### src/rtl/profiler_pkg.sv
`default_nettype none
// ============================================================================
//  Module      : profiler_pkg
//  Description : Shared definitions for the instruction profiler and its
//                snapshot streamer: bank geometry defaults, frame marker,
//                FSM state encoding and frame sizing helpers.
//  Revision    : 1.0 - initial release
// ============================================================================
package profiler_pkg;

  localparam int         DEF_NUM_COUNTERS = 10;
  localparam int         DEF_CNT_W        = 32;
  localparam logic [7:0] DEF_HEADER_BYTE  = 8'hA5;

  typedef enum logic [2:0] {
    ST_IDLE   = 3'd0,
    ST_HEADER = 3'd1,
    ST_COUNT  = 3'd2,
    ST_DATA   = 3'd3,
    ST_CSUM   = 3'd4
  } state_e;

  // Bytes in one frame: header + count + payload + checksum.
  function automatic int frame_len(input int num_counters, input int cnt_w);
    return num_counters * cnt_w / 8 + 3;
  endfunction

  // Index width that never collapses to zero bits for single-entry ranges.
  function automatic int idx_w(input int n);
    return (n > 1) ? $clog2(n) : 1;
  endfunction

endpackage
`default_nettype wire

### src/rtl/profiler_snapshot_streamer_if.sv
`default_nettype none
// ============================================================================
//  Module      : profiler_snapshot_streamer_if
//  Description : Byte stream valid/ready bundle carrying snapshot frames.
//  Revision    : 1.0 - initial release
// ============================================================================
interface profiler_snapshot_streamer_if;
  logic [7:0] out_data;
  logic       out_valid;
  logic       out_ready;

  modport master (output out_data, output out_valid, input out_ready);
  modport slave  (input out_data, input out_valid, output out_ready);
endinterface
`default_nettype wire

### src/rtl/profiler_snapshot_bank.sv
`default_nettype none
// ============================================================================
//  Module      : profiler_snapshot_bank
//  Description : Capture registers for the whole counter bank plus the
//                counter/byte select mux that feeds the stream serialiser.
//  Revision    : 1.0 - initial release
// ============================================================================
module profiler_snapshot_bank
  import profiler_pkg::*;
#(
  parameter int NUM_COUNTERS = DEF_NUM_COUNTERS,
  parameter int CNT_W        = DEF_CNT_W,
  localparam int BPC         = CNT_W / 8,
  localparam int CIDX_W      = idx_w(NUM_COUNTERS),
  localparam int BIDX_W      = idx_w(CNT_W / 8)
) (
  input  logic                          clk,
  input  logic                          rst,
  input  logic                          capture_i,
  input  logic [NUM_COUNTERS*CNT_W-1:0] counters_i,
  input  logic [CIDX_W-1:0]             cidx_i,
  input  logic [BIDX_W-1:0]             bidx_i,
  output logic [7:0]                    byte_o
);

  // Packed so that [k][b] lands on byte b (LSB first) of counter k.
  logic [NUM_COUNTERS-1:0][BPC-1:0][7:0] snap_q;

  // Atomic one-cycle capture of the full bank.
  always_ff @(posedge clk) begin
    if (rst) begin
      snap_q <= '0;
    end else if (capture_i) begin
      snap_q <= counters_i;
    end
  end

  assign byte_o = snap_q[cidx_i][bidx_i];

endmodule
`default_nettype wire

### src/rtl/profiler_snapshot_streamer.sv
`default_nettype none
// ============================================================================
//  Module      : profiler_snapshot_streamer
//  Description : Snapshots the profiler counter bank on request and streams
//                it out as a framed, XOR-checksummed byte sequence.
//  Revision    : 1.0 - initial release
// ============================================================================
module profiler_snapshot_streamer
  import profiler_pkg::*;
#(
  parameter int         NUM_COUNTERS = DEF_NUM_COUNTERS,
  parameter int         CNT_W        = DEF_CNT_W,
  parameter logic [7:0] HEADER_BYTE  = DEF_HEADER_BYTE
) (
  input  logic                          clk,
  input  logic                          rst,
  input  logic                          snap_req,
  input  logic [NUM_COUNTERS*CNT_W-1:0] counters_in,
  profiler_snapshot_streamer_if.master  strm,
  output logic                          busy,
  output logic [7:0]                    drop_count
);

  localparam int                CIDX_W     = idx_w(NUM_COUNTERS);
  localparam int                BIDX_W     = idx_w(CNT_W / 8);
  localparam logic [CIDX_W-1:0] LAST_CIDX  = CIDX_W'(NUM_COUNTERS - 1);
  localparam logic [BIDX_W-1:0] LAST_BIDX  = BIDX_W'(CNT_W / 8 - 1);
  localparam logic [7:0]        COUNT_BYTE = 8'(NUM_COUNTERS);

  state_e              state_q, state_d;
  logic [CIDX_W-1:0]   cidx_q, cidx_d;
  logic [BIDX_W-1:0]   bidx_q, bidx_d;
  logic [7:0]          csum_q, csum_d;
  logic [7:0]          data_q, data_d;
  logic [7:0]          drop_q, drop_d;
  logic                capture;
  logic                hs;
  logic [7:0]          bank_byte;

  assign hs             = (state_q != ST_IDLE) && strm.out_ready;
  assign strm.out_valid = (state_q != ST_IDLE);
  assign strm.out_data  = data_q;
  assign busy           = (state_q != ST_IDLE);
  assign drop_count     = drop_q;

  // Bank is addressed with next-state indices so out_data can be registered.
  profiler_snapshot_bank #(
    .NUM_COUNTERS (NUM_COUNTERS),
    .CNT_W        (CNT_W)
  ) u_bank (
    .clk        (clk),
    .rst        (rst),
    .capture_i  (capture),
    .counters_i (counters_in),
    .cidx_i     (cidx_d),
    .bidx_i     (bidx_d),
    .byte_o     (bank_byte)
  );

  // State, indices, checksum, output byte and drop counter registers.
  always_ff @(posedge clk) begin
    if (rst) begin
      state_q <= ST_IDLE;
      cidx_q  <= '0;
      bidx_q  <= '0;
      csum_q  <= '0;
      data_q  <= '0;
      drop_q  <= '0;
    end else begin
      state_q <= state_d;
      cidx_q  <= cidx_d;
      bidx_q  <= bidx_d;
      csum_q  <= csum_d;
      data_q  <= data_d;
      drop_q  <= drop_d;
    end
  end

  // Next-state, index walk, capture strobe and saturating drop count.
  always_comb begin
    state_d = state_q;
    cidx_d  = cidx_q;
    bidx_d  = bidx_q;
    capture = 1'b0;
    drop_d  = drop_q;
    if (snap_req && (state_q != ST_IDLE) && (drop_q != 8'hFF)) begin
      drop_d = drop_q + 8'd1;
    end
    case (state_q)
      ST_IDLE: begin
        if (snap_req) begin
          state_d = ST_HEADER;
          capture = 1'b1;
        end
      end
      ST_HEADER: begin
        if (hs) state_d = ST_COUNT;
      end
      ST_COUNT: begin
        if (hs) begin
          state_d = ST_DATA;
          cidx_d  = '0;
          bidx_d  = '0;
        end
      end
      ST_DATA: begin
        if (hs) begin
          if (bidx_q == LAST_BIDX) begin
            bidx_d = '0;
            if (cidx_q == LAST_CIDX) begin
              state_d = ST_CSUM;
            end else begin
              cidx_d = cidx_q + CIDX_W'(1);
            end
          end else begin
            bidx_d = bidx_q + BIDX_W'(1);
          end
        end
      end
      ST_CSUM: begin
        if (hs) state_d = ST_IDLE;
      end
      default: state_d = ST_IDLE;
    endcase
  end

  // Running checksum and the byte presented in the upcoming state.
  always_comb begin
    data_d = data_q;
    csum_d = csum_q;
    if (state_q == ST_IDLE) begin
      if (snap_req) begin
        csum_d = '0;
        data_d = HEADER_BYTE;
      end
    end else if (hs) begin
      if (state_q != ST_CSUM) csum_d = csum_q ^ data_q;
      case (state_d)
        ST_COUNT: data_d = COUNT_BYTE;
        ST_DATA:  data_d = bank_byte;
        ST_CSUM:  data_d = csum_q ^ data_q;
        default:  data_d = 8'h00;
      endcase
    end
  end

endmodule
`default_nettype wire
### src/flat_wrapper.sv
// flat-port wrapper written by rule: the top's interface ports become plain ports
module profiler_snapshot_streamer_flat import profiler_pkg::*;
#(
  parameter int         NUM_COUNTERS = DEF_NUM_COUNTERS,
  parameter int         CNT_W        = DEF_CNT_W,
  parameter logic [7:0] HEADER_BYTE  = DEF_HEADER_BYTE
)
  (clk, rst, snap_req, counters_in, busy, drop_count, strm_out_data, strm_out_valid, strm_out_ready);
  profiler_snapshot_streamer_if strm_i ();
  input  logic clk;
  input  logic rst;
  input  logic snap_req;
  input  logic [NUM_COUNTERS*CNT_W-1:0] counters_in;
  output logic busy;
  output logic [7:0] drop_count;
  output wire logic [$bits(strm_i.out_data)-1:0] strm_out_data;
  output wire logic [$bits(strm_i.out_valid)-1:0] strm_out_valid;
  input wire logic [$bits(strm_i.out_ready)-1:0] strm_out_ready;
  assign strm_out_data = strm_i.out_data;
  assign strm_out_valid = strm_i.out_valid;
  assign strm_i.out_ready = strm_out_ready;
  profiler_snapshot_streamer #(.NUM_COUNTERS(NUM_COUNTERS), .CNT_W(CNT_W), .HEADER_BYTE(HEADER_BYTE)) u_core (.clk(clk), .rst(rst), .snap_req(snap_req), .counters_in(counters_in), .strm(strm_i), .busy(busy), .drop_count(drop_count));
endmodule
### config.mk
export PLATFORM = sky130hd
export DESIGN_NAME = profiler_snapshot_streamer_flat
export DESIGN_NICKNAME = d
export VERILOG_FILES = /design/src/rtl/profiler_pkg.sv /design/src/rtl/profiler_snapshot_streamer_if.sv /design/src/rtl/profiler_snapshot_bank.sv /design/src/rtl/profiler_snapshot_streamer.sv /design/src/flat_wrapper.sv
export SDC_FILE = /design/constraint.sdc
export NUM_CORES = 1
export LEC_CHECK = 0
export CAP_MARGIN = 25
export CORE_UTILIZATION = 36
export DETAILED_ROUTE_END_ITERATION = 8
export GPL_TIMING_DRIVEN = 0
export SLEW_MARGIN = 20
export SYNTH_ARGS = -nofsm -noshare
export SYNTH_HDL_FRONTEND = slang
export SYNTH_SLANG_ARGS = --single-unit
### constraint.sdc
create_clock -name clk -period 3.7 [get_ports clk]
set_clock_uncertainty 0.05 [all_clocks]
set_input_delay 0.925 -clock clk [delete_from_list [all_inputs] [get_ports clk]]
set_output_delay 0.925 -clock clk [all_outputs]
set_load 0.05 [all_outputs]
==> run metrics, run 1 <==
RePlAce Congestion=0.960; Starting Density=36.4%; synthesized net count=2517; worst-skew pair later-pin latency=0.57 ns; Post-DP Area=0.0202 sq mm; fmax=262 MHz; Die X=213 microns; hpwl dp=59200 microns; Hold Crit Class=reg -> reg; Root Buffer Master=clkbuf_16; Mapped Cells=2189; Least-Margin Pin Slew=1.06 ns; initial drt markers=1692; total grt overflow=0; largest fanout on the critical path=10; Routed wire per std cell=24.1 microns; Final ANT Viol Nets=0; Worst VDD drop=0.000272 V; DIE HEIGHT=213 microns; most frequent cells in the layout=838 x nand2_1, 358 x a21oi_1, 353 x dfxtp_1, 339 x clkdlybuf4s50_1, 128 x clkbuf_1; asr flop ratio synth=0%; DR pass1 iterations=5; r2r endpoint=u_core.strm.out_data[5]$_SDFFE_PP0P_; leak pwr=7.99 nW; Syn. warnings=0; vias in the first global route=17041; Core Box Area=0.0441 sq mm; Setup WS post-layout=-0.113 ns; Port Buffer Count=340; max-slew violations=0; first-pass GRT wire length=109000 microns; postcts setup bufs=0; Pwr Density=453 mW/mm^2; Rows=77; Antenna diodes=0; final hold vios=0; Post-CTS Hold Buffers=0; fin crit share=103%; WHS Endpoint=u_core.u_bank.snap_q[93]$_SDFFE_PP0P_; # nets final=2897; top_reg_cell synth=dfxtp_1; RSZ-0062 raised after global routing=yes; Rel. slew slack=28.7%; status=finished with violations; GRT Total Usage=33.2%; fraction of the yosys area taken by sequential cells=43.9%; failing checks=setup timing; initial antenna violation count=0; largest net degree at the start of global routing=20; Worst Hold Path Cells=2; Syn Area/Cell=7.35 sq um; clock sink count=353; TritonCTS clock tree=done; DRC viols=0; Setup CP Type=reg -> reg; synthesized area=0.0161 sq mm; # setup viols final=3; share of cells above drive strength 1=6.01%; fin crit period=3.81 ns; IO Count=342; via count=17596; R2R depth=11; Finished Core Util=49.0%; CTS max path bufs=3; Worst setup EP type=register; Area Overhead vs Synth=34.6%; CP required=4.17 ns; cts bufs inserted=39; DIE AREA=0.0455 sq mm; CP arrival=4.28 ns; CTS resizes=13; FF+latch count, synth=353; Netlist cell types=80; Max Cap Viol=0; htree depth=2; CP startpoint kind=register; worst hold path startpoint=u_core.u_bank.snap_q[93]$_SDFFE_PP0P_; EDFF count, synth=0; reg2reg setup slack=-0.11 ns; vias per cell=5.52; final instance area=0.0216 sq mm; most common cell after layout, fill and taps aside=nand2_1; Routed WL=76900 microns; clk slew on worst S/H paths=0.07 ns; FF-to-FF Start=u_core.bidx_q[0]$_SDFF_PP0_; Tot Pwr=0.00980 W; Setup crit start=u_core.bidx_q[0]$_SDFF_PP0_
[stage by stage]
step	hold WS, ns	setup TNS [ns]	worst slack, ns	instances
after CTS	0.401	0	0.0112	3188
after global routing	0.422	-0.0220	-0.0185	3188
after detailed placement	0.393	-29.43	-0.926	3121
after floorplan	0.381	0	0.491	2189
final	0.404	-0.192	-0.113	3188
after global placement	0.389	-42.72	-1.02	3121
[routing by layer]
metal	global-route usage [%]	up-vias	wire length [microns]
met1	42.3	8353	32100
met5	0	-	0
met2	54.1	848	35100
li1	-	8203	-
met4	18.3	0	4110
met3	4.61	192	5610
[power breakdown]
group | internal [W] | total, W | switching, W
sequential | 0.00406 | 0.00426 | 0.000194
combinational | 0.000626 | 0.00146 | 0.000838
clock | 0.00245 | 0.00408 | 0.00163
[sequential cells by signal (all words and copies together), names as in the netlist]
name,count
u_core.u_bank.snap_q,320
u_core.csum_q,8
u_core.drop_count,8
u_core.strm.out_data,8
u_core.cidx_q,4
u_core.state_q,3
u_core.bidx_q,2
[Yosys cell counts, types with 9 or more instances]
library cell / n / area [sq um]
nor3_1: 10 / 50.1
nand4_1: 18 / 113
and3_1: 34 / 213
clkbuf_1: 127 / 477
nor2_1: 42 / 158
dfxtp_1: 353 / 7070
buf_2: 31 / 155
buf_4: 14 / 105
mux2i_1: 35 / 350
o2111ai_1: 9 / 78.8
a211oi_1: 33 / 248
nand3b_1: 13 / 97.6
nand3_1: 57 / 285
a21oi_1: 358 / 1790
a31oi_1: 26 / 163
o21ai_0: 33 / 165
nand2_1: 839 / 3150
[final cells by class]
class                           instances  area, sq um
Buffer                                181          853
Clock buffer                           57         1160
Clock inverter                         11          170
Fill cell                            4507        22500
Inverter                                6         22.5
Multi-Input combinational cell       1648         8220
Sequential cell                       353         7070
Tap cell                              592          741
Timing Repair Buffer                  340         3410
[cell families (layout without fill, tap and decap cells)]
| logic type | Yosys count | in the layout | share of synthesized area (%) |
|---|---|---|---|
| adders and majority gates | 4 | 4 | 0.311 |
| AOI/OAI and AO/OA | 543 | 543 | 20.0 |
| and+or+nand+nor | 1051 | 1051 | 27.1 |
| xor gates and xnor gates | 5 | 5 | 0.272 |
| DFF | 353 | 353 | 43.9 |
| buffers and inverters | 188 | 595 | 5.35 |
| muxes | 45 | 45 | 3.02 |
[worst max path at each step]
stage / slack [ns] / endpoint / cells past startpoint
after CTS: 0.01 / u_core.strm.out_data[4]$_SDFFE_PP0P_ / 13
after floorplan: 0.49 / u_core.strm.out_data[6]$_SDFFE_PP0P_ / 11
after detailed placement: -0.93 / u_core.strm.out_data[2]$_SDFFE_PP0P_ / 13
final: -0.11 / u_core.strm.out_data[5]$_SDFFE_PP0P_ / 11
after global routing: -0.02 / u_core.strm.out_data[0]$_SDFFE_PP0P_ / 10
after global placement: -1.02 / u_core.strm.out_data[0]$_SDFFE_PP0P_ / 10
[critical path: stages (launching register included)]
cell and delay, ns:
dfxtp_1 0.45, ha_1 0.19, buf_4 0.18, inv_1 0.13, o311ai_2 0.41, o311ai_4 0.27
buf_2 0.31, buf_2 0.30, nor2_1 0.77, nand4_1 0.31, and4_1 0.30, nor2_1 0.09
No activity file was read; power rests on OpenSTA's default activity.
==> run 2, diff against run 1 <==
--- a/config.mk
+++ b/config.mk
@@ -6,9 +6,12 @@
 export NUM_CORES = 1
 export LEC_CHECK = 0
 export CAP_MARGIN = 25
+export CELL_PAD_IN_SITES_DETAIL_PLACEMENT = 0
+export CELL_PAD_IN_SITES_GLOBAL_PLACEMENT = 1
 export CORE_UTILIZATION = 36
 export DETAILED_ROUTE_END_ITERATION = 8
 export GPL_TIMING_DRIVEN = 0
+export PLACE_DENSITY_LB_ADDON = 0.1
 export SLEW_MARGIN = 20
 export SYNTH_ARGS = -nofsm -noshare
 export SYNTH_HDL_FRONTEND = slang
==> run 2 against run 1 <==
Against the previous run:
- critical path depth unchanged
- combinational power is essentially flat
- the flow now finishes without violations
- critical path type unchanged
- die area is the same
==> run metrics, run 2 (synthesis results as in run 1) <==
Least-Margin Pin Slew=1.08 ns (+0.0243 ns); DR pass1 iterations=5 (unchanged); Max Cap Viol=0 (unchanged); max reg flops=320 (unchanged); initial drt markers=1631 (-3.6%); # nets final=2899 (+0.069%); final-layout fill cell count=4668 (+3.6%); Worst VDD drop=0.000398 V (+46%); vias per cell=5.46 (-1.1%); fin crit period=3.68 ns (-0.133 ns); RePlAce Congestion=0.995 (+3.7%); CTS max path bufs=3 (unchanged); hpwl dp=59000 microns (-0.36%); fin crit share=99.5% (-3.6 points); Starting Density=36.4% (unchanged); Top reg by flops=u_core.u_bank.snap_q; leak pwr=8.00 nW (about the same); worst-skew pair later-pin latency=0.58 ns (about the same); DRC viols=0 (unchanged); vias in the first global route=16781 (-1.5%); CP arrival=4.04 ns (-0.24 ns); # setup viols final=0 (-3); htree depth=2 (unchanged); cts bufs inserted=40 (+2.6%); Core Box Area=0.0441 sq mm (unchanged); Final ANT Viol Nets=0 (unchanged); most frequent cells in the layout=838 x nand2_1, 358 x a21oi_1, 353 x dfxtp_1, 339 x clkdlybuf4s50_1, 130 x clkbuf_1; Rel. slew slack=27.1% (-1.6 points); multi-input logic area=0.00826 sq mm (+0.43%); Tot Pwr=0.00986 W (+0.70%); Hold Crit Class=reg -> reg; register area=0.00707 sq mm (unchanged); postcts setup bufs=0 (unchanged); largest fanout on the critical path=10 (unchanged); Routed WL=76400 microns (-0.55%); share of cells above drive strength 1=6.39% (+0.38 points); first-pass GRT wire length=109000 microns (about the same); clock sink count=353 (unchanged); DIE AREA=0.0455 sq mm (unchanged); most common cell after layout, fill and taps aside=nand2_1; Post-CTS Hold Buffers=0 (unchanged); Die X=213 microns (unchanged); Rows=77 (unchanged); total grt overflow=0 (unchanged); initial antenna violation count=1 (+1); Root Buffer Master=clkbuf_16; fmax=272 MHz (+3.6%); status=complete, no violations; Worst setup EP type=register; Pwr Density=454 mW/mm^2 (+0.39%); TritonCTS clock tree=done; GRT Total Usage=33.2% (+0.037 points); RSZ-0062 raised after global routing=yes; clk slew on worst S/H paths=0.07 ns (about the same); CP startpoint kind=register; max-slew violations=0 (unchanged); final hold vios=0 (unchanged); via count=17423 (-0.98%); Port Buffer Count=340 (unchanged); Area Overhead vs Synth=35.0%; largest net degree at the start of global routing=14 (-30%); Fin Setup TNS=0 ns (+0.192 ns); DIE HEIGHT=213 microns (unchanged); CP required=4.06 ns (-0.11 ns); Setup CP Type=reg -> reg; IO Count=342 (unchanged); Routed wire per std cell=23.9 microns (-0.68%); reg2reg setup slack=0.02 ns (+0.13 ns)
## run 2: where the power goes
group	internal [W]	leakage [nW]	switching [W]
logic	0.000626	4.46	0.000837
clock network	0.00245	0.651	0.00168
registers	0.00406	2.89	0.000203
total	0.00714	8.00	0.00272
## run 2: worst paths after layout
path,endpoint,from,depth (start not counted)
worst min-delay path,u_core.u_bank.snap_q[153]$_SDFFE_PP0P_,u_core.u_bank.snap_q[153]$_SDFFE_PP0P_,2
worst min register to register,u_core.u_bank.snap_q[153]$_SDFFE_PP0P_,u_core.u_bank.snap_q[153]$_SDFFE_PP0P_,2
worst max-delay path,u_core.strm.out_data[1]$_SDFFE_PP0P_,u_core.bidx_q[0]$_SDFF_PP0_,11
worst max register to register,u_core.strm.out_data[1]$_SDFFE_PP0P_,u_core.bidx_q[0]$_SDFF_PP0_,11
## run 2: worst max-delay path, cell delays in order (launching register included)
cell and delay [ns]:
dfxtp_1 0.44, ha_1 0.18, buf_4 0.16, and3_1 0.16, buf_2 0.16, nand2_1 0.14
o311ai_4 0.60, buf_2 0.45, a311o_1 0.36, o22ai_1 0.11, a211oi_1 0.52, a311oi_1 0.16
## run 2: layout make-up
class / count / area share, %
diodes: 1 / 0.0115
plain buffers: 180 / 3.94
clock buffers: 55 / 5.10
clock inverters: 15 / 1.05
inverters: 6 / 0.104
multi-input cells: 1648 / 38.0
flip-flops and latches: 353 / 32.6
well taps: 592 / 3.41
repair buffers: 342 / 15.8
## run 2: timing repair
item	CTS	global route
setup endpoints to repair	22	25
pin swaps	0	1
resized for setup	11	31
endpoints found under the hold margin	0	0
## run 2: routing by layer
layer / part of all wire (%) / global-route usage [%] / routed length (microns) / up-vias
met5: 0 / 0 / 0 / -
met4: 3.8 / 12.4 / 2890 / 0
met3: 8.0 / 6.02 / 6080 / 146
met2: 44 / 51.8 / 33900 / 757
met1: 44 / 45.6 / 33600 / 8303
li1: - / - / - / 8217
## run 2: stage by stage
stage | instances | instance area (sq um) | setup WS [ns] | hold WS (ns) | utilization [%]
after detailed placement | 3122 | 20200 | -0.811 | 0.394 | 45.9
after CTS | 3192 | 21600 | 0.0141 | 0.402 | 49.0
after floorplan | 2189 | 16100 | 0.491 | 0.381 | -
final | 3192 | 21700 | 0.0201 | 0.402 | 49.2
after global routing | 3191 | 21700 | -0.00762 | 0.425 | 49.2
after global placement | 3121 | 20200 | -1.05 | 0.388 | 45.8
==> run 3, diff against run 2 <==
--- a/config.mk
+++ b/config.mk
@@ -5,6 +5,7 @@
 export SDC_FILE = /design/constraint.sdc
 export NUM_CORES = 1
 export LEC_CHECK = 0
+export ABC_AREA = 0
 export CAP_MARGIN = 25
 export CELL_PAD_IN_SITES_DETAIL_PLACEMENT = 0
 export CELL_PAD_IN_SITES_GLOBAL_PLACEMENT = 1
==> results of run 3 <==
Same layout as run 2: the final DEF is identical, and so are final timing and power.
